===== src/rtl/moore_seq_gen_1010_pkg.sv =====
// Shared definitions for the 1010 pattern transmitter and its matching detectors.
// Holds the state encoding and the reference pattern both ends agree on.
package moore_seq_gen_1010_pkg;

   localparam int unsigned SEQ_W = 4;
   localparam logic [SEQ_W-1:0] SEQ_1010 = 4'b1010;

   typedef enum logic [1:0] {
      ST_IDLE = 2'd0,
      ST_SEND = 2'd1,
      ST_GAP  = 2'd2,
      ST_DONE = 2'd3
   } state_t;

endpackage : moore_seq_gen_1010_pkg


===== src/rtl/moore_seq_gen_1010.sv =====
// Moore serial pattern transmitter: sends PATTERN MSB-first, rep times, paced by bit_en,
// with GAP_CYC idle bit periods between repetitions and a one-cycle done pulse at the end.
module moore_seq_gen_1010
   import moore_seq_gen_1010_pkg::*;
#(
   parameter int unsigned       PAT_W   = SEQ_W,
   parameter logic [PAT_W-1:0]  PATTERN = PAT_W'(SEQ_1010),
   parameter int unsigned       GAP_CYC = 1,
   parameter int unsigned       CNT_W   = 8
) (
   input  logic             clk,
   input  logic             rst,
   input  logic             start,
   input  logic             bit_en,
   input  logic [CNT_W-1:0] rep,
   output logic             x_out,
   output logic             x_valid,
   output logic             busy,
   output logic             done
);

   localparam int unsigned IDX_W = $clog2(PAT_W);
   // A zero-width gap counter is not legal, so keep at least one bit when GAP_CYC=0.
   localparam int unsigned GAP_W = (GAP_CYC > 0) ? $clog2(GAP_CYC + 1) : 1;
   localparam logic [IDX_W-1:0] LAST_IDX = IDX_W'(PAT_W - 1);

   state_t             state_q, state_d;
   logic [IDX_W-1:0]   idx_q, idx_d;
   logic [CNT_W-1:0]   rep_left_q, rep_left_d;
   logic [GAP_W-1:0]   gap_cnt_q, gap_cnt_d;
   logic               x_out_q, x_out_d;
   logic               x_valid_q, x_valid_d;
   logic               busy_q, busy_d;
   logic               done_q, done_d;
   logic [IDX_W-1:0]   bit_sel;

   // State, counters and decoded outputs all register here.
   always_ff @(posedge clk or negedge rst) begin
      if (!rst) begin
         state_q    <= ST_IDLE;
         idx_q      <= '0;
         rep_left_q <= '0;
         gap_cnt_q  <= '0;
         x_out_q    <= 1'b0;
         x_valid_q  <= 1'b0;
         busy_q     <= 1'b0;
         done_q     <= 1'b0;
      end else begin
         state_q    <= state_d;
         idx_q      <= idx_d;
         rep_left_q <= rep_left_d;
         gap_cnt_q  <= gap_cnt_d;
         x_out_q    <= x_out_d;
         x_valid_q  <= x_valid_d;
         busy_q     <= busy_d;
         done_q     <= done_d;
      end
   end

   // Next-state and counter update.
   always_comb begin
      state_d    = state_q;
      idx_d      = idx_q;
      rep_left_d = rep_left_q;
      gap_cnt_d  = gap_cnt_q;

      case (state_q)
         ST_IDLE: begin
            if (start) begin
               state_d    = ST_SEND;
               idx_d      = '0;
               rep_left_d = (rep == '0) ? CNT_W'(1) : rep;
            end
         end

         ST_SEND: begin
            if (bit_en) begin
               if (idx_q != LAST_IDX) begin
                  idx_d = idx_q + IDX_W'(1);
               end else if (rep_left_q == CNT_W'(1)) begin
                  state_d = ST_DONE;
                  idx_d   = '0;
               end else begin
                  rep_left_d = rep_left_q - CNT_W'(1);
                  idx_d      = '0;
                  if (GAP_CYC > 0) begin
                     state_d   = ST_GAP;
                     gap_cnt_d = GAP_W'(GAP_CYC);
                  end
               end
            end
         end

         ST_GAP: begin
            if (bit_en) begin
               // Guarded at 1 so the counter never wraps.
               if (gap_cnt_q <= GAP_W'(1)) begin
                  state_d   = ST_SEND;
                  idx_d     = '0;
                  gap_cnt_d = '0;
               end else begin
                  gap_cnt_d = gap_cnt_q - GAP_W'(1);
               end
            end
         end

         ST_DONE: begin
            state_d = ST_IDLE;
         end

         default: begin
            state_d    = ST_IDLE;
            idx_d      = '0;
            rep_left_d = '0;
            gap_cnt_d  = '0;
         end
      endcase
   end

   // Outputs are decoded from the upcoming state so the registered copy tracks state_q exactly.
   always_comb begin
      x_out_d   = 1'b0;
      x_valid_d = 1'b0;
      busy_d    = 1'b0;
      done_d    = 1'b0;
      bit_sel   = LAST_IDX - idx_d;

      case (state_d)
         ST_SEND: begin
            x_out_d   = PATTERN[bit_sel];
            x_valid_d = 1'b1;
            busy_d    = 1'b1;
         end
         ST_GAP: begin
            busy_d = 1'b1;
         end
         ST_DONE: begin
            done_d = 1'b1;
         end
         default: begin
            x_out_d = 1'b0;
         end
      endcase
   end

   assign x_out   = x_out_q;
   assign x_valid = x_valid_q;
   assign busy    = busy_q;
   assign done    = done_q;

endmodule : moore_seq_gen_1010


===== config.mk =====
export PLATFORM = sky130hd
export DESIGN_NAME = moore_seq_gen_1010
export DESIGN_NICKNAME = d
export VERILOG_FILES = /design/src/rtl/moore_seq_gen_1010_pkg.sv /design/src/rtl/moore_seq_gen_1010.sv
export SDC_FILE = /design/constraint.sdc
export NUM_CORES = 1
export LEC_CHECK = 0
export ABC_AREA = 1
export BUFFER_PORTS_ARGS = -buffer_cell sky130_fd_sc_hd__clkbuf_2
export CAP_MARGIN = 20
export CORE_UTILIZATION = 40
export DETAILED_ROUTE_END_ITERATION = 6
export GPL_ROUTABILITY_DRIVEN = 0
export GPL_TIMING_DRIVEN = 0
export HOLD_SLACK_MARGIN = 0.12
export PLACE_DENSITY = 0.57
export REMOVE_ABC_BUFFERS = 1
export SYNTH_ARGS = -nofsm -noshare
export SYNTH_HDL_FRONTEND = slang
export SYNTH_SLANG_ARGS = --single-unit
export TNS_END_PERCENT = 100

===== constraint.sdc =====
create_clock -name clk -period 3.88 [get_ports clk]
set_clock_uncertainty 0.2 [all_clocks]
set_input_delay 0.776 -clock clk [delete_from_list [all_inputs] [get_ports clk]]
set_output_delay 0.776 -clock clk [all_outputs]
set_load 0.1 [all_outputs]

==> flow_summary.toml <==
[critical_path]
cp-startpoint = "busy$_DFF_PN0_"
r2r_start = "state_q[0]$_DFF_PN0_"
path_depth = 1
r2r.worst_path.cells = 8
cp_slowest_cell = "clkbuf_2"
cp.arrival_ps = 1080
path_buf_inv = 1
required_ps = 2900
worst_r2r_endpoint = "x_out$_DFF_PN0_"
crit_type = "register to output pin"
cpPeakStageDelay_ps = 450
crit_fanout = 1
cp_top_family = "buffers and inverters"
cp_cell_sequence = "clkbuf_2"
critPathCaptureType = "output pin"
startpoint_type = "register"
ff2ff_setup_slack_ps = 2010
timing.critical_path.to = "busy"

[clock_tree]
clk_pin_slew_ps = 100
htreeDepth = 1
cts_buffers = 3
root_buffer = "clkbuf_4"
cts_hold_buf = 0
cts_tree = "done"
cts.sinks = 16
clockBufferDepth = 2
post_cts_resized = 0
clk_latency_ps = 290
postCtsSetupBuffers = 0

[timing]
fin_crit_sh_pct = 53.1
slew_headroom_pct = 63.9
setup-violations-final = 0
fin_crit_ps = 2060
tightest_slew_ps = 544
rsz0062_at_grt = "false"
finalHoldViolations = 0
slew_viol_final = 0
fmax_mhz = 485
finalSetupTns_ps = 0

[synth]
ys_ff_latch = 16
synth_flop_cell = "dfrtp_1"
yosysMostFrequentCell = "nand2_1"
postSynth.asyncResetShare_pct = 100
syn_area_um2 = 1000
ys_types = 21
synth-edff-count = 0
avgSynthCellArea_um2 = 7.36
ys_seq_area_share_pct = 40.0
yosysWarningCount = 0
syn-instance-count = 136
synth_top_area_share_pct = 40.0
synthTopCellsByArea = "dfrtp_1, nand2_1, inv_1"
synth_common_cells = "nand2_1, inv_1, dfrtp_1"
synth_area_leader_cell = "dfrtp_1"

[pwr]
total_power_mw = 0.998
ir_drop_mv = 0.553
power_density_nw_per_um2 = 878
power.leakage_nw = 0.610

[routing]
num_vias = 899
wl_per_cell_um = 11.2
route.detailed.drc = 0
vias_per_cell = 4.94
ant_nets = 0
drt_pass1_iterations = 4
drt_iter0_drc = 17
wl_um = 2050

[die]
dieArea_um2 = 2710
die_w_um = 52.0
io_pins = 16
die_h_um = 52.0
initial_core_util_pct = 44.0
num_rows = 17
coreArea_um2 = 2280

[placement]
port_buffers = 15
hpwlAfterDp_um = 1620

[global_route]
grt-ovfl-total = 0
grt_pass1_wl_um = 3770
grt_pass1_vias = 868
grt_start_max_net_pins = 17
grt_antenna_before_repair = 0
grt_usage_pct = 19.3

[job]
drv_cap = 0

[worst_hold_path]
hp-class = "input port to asynchronous set/reset pin"

[layout]
area_delta_synth_final_pct = 13.5
multi_input_area_um2 = 507
fillCellCount = 237
layout-drive-gt1-share_pct = 18.8
num-nets-final = 172
seq_area_um2 = 400
diodes = 0

[status]
outcome = "complete, no violations"
==> layout make-up <==
cell class              instances  area share, %
repair buffers                 15           6.61
flip-flops and latches         16           35.2
inverters                      22           7.27
clock buffers                   4           3.19
multi-input cells              97           44.6
well taps                      28           3.08
==> worst min path at each step <==
stage | from | endpoint | cells past startpoint
after floorplan | rep_left_q[7]$_DFFE_PN0P_ | rep_left_q[7]$_DFFE_PN0P_ | 2
after global placement | rep_left_q[7]$_DFFE_PN0P_ | rep_left_q[7]$_DFFE_PN0P_ | 2
after detailed placement | rep_left_q[7]$_DFFE_PN0P_ | rep_left_q[7]$_DFFE_PN0P_ | 2
after CTS | rst | rep_left_q[3]$_DFFE_PN0P_ | 1
after global routing | rst | rep_left_q[3]$_DFFE_PN0P_ | 1
final | rst | rep_left_q[3]$_DFFE_PN0P_ | 1
==> cells by family (layout without fill, tap and decap cells) <==
group | after synthesis | count (layout) | synth area share (%)
AO/OA/AOI/OAI | 24 | 24 | 14.6
flip-flops | 16 | 16 | 40.0
adder cells (fa/ha/maj) | 5 | 5 | 6.25
AND/OR/NAND/NOR | 68 | 68 | 29.7
buffers and inverters | 23 | 41 | 9.38
==> where the power goes <==
part | internal, mW | total, mW | switching [mW]
logic | 0.172 | 0.575 | 0.403
clock network | 0.0571 | 0.113 | 0.0556
registers | 0.240 | 0.310 | 0.0698
total | 0.469 | 0.998 | 0.528
==> flip-flops by register name, indices dropped and copies added, names as in the netlist <==
name	flops
busy	1
done	1
idx_q	2
rep_left_q	8
state_q	2
x_out	1
x_valid	1
==> worst register-to-register path, delay by kind of cell, from the launching register on <==
family          cells  cell delay, ps
compound gates      1             250
flops               1             480
simple gates        2             280
fa+ha+maj           1             210
buf+inv             4             350
==> cells in the final DEF (no fill, tap or decap) <==
cell type | synthesis | layout
nor3_1 | 1 | 1
clkbuf_8 | 0 | 1
a21oi_2 | 1 | 1
nand2_4 | 1 | 1
nand2_2 | 2 | 2
inv_1 | 20 | 20
nand4_1 | 2 | 2
o21bai_4 | 1 | 1
nand3_1 | 11 | 11
ha_1 | 5 | 5
dfrtp_1 | 16 | 16
inv_2 | 2 | 2
a21oi_1 | 3 | 3
nor2_1 | 9 | 9
clkbuf_2 | 0 | 15
nand2_1 | 40 | 40
o21ai_2 | 1 | 1
o21ai_0 | 10 | 10
o211ai_1 | 2 | 2
clkbuf_4 | 0 | 3
nor2_4 | 1 | 1
nor2_2 | 1 | 1
o21ai_1 | 6 | 6
==> metrics by stage <==
| step | instance area [µm²] | hold WS, ps | cells | setup WS (ps) | utilization (%) |
|---|---|---|---|---|---|
| finish | 1140 | 193 | 182 | 1820 | 49.9 |
| global route | 1140 | 215 | 182 | 1770 | 49.9 |
| CTS | 1140 | 207 | 182 | 1810 | 49.9 |
| detailed placement | 1100 | 309 | 178 | 1800 | 48.3 |
| global placement | 1100 | 307 | 178 | 1810 | 48.3 |
| floorplan | 990 | 271 | 135 | 2020 | - |
==> metal layers <==
metal  share of wire (%)  GRT usage, %
met2                  50          30.6
met1                  47          25.4
met3                 1.6          3.51
met4                0.83          8.11
met5                   0             0
Power figures use the tool's default switching activity.
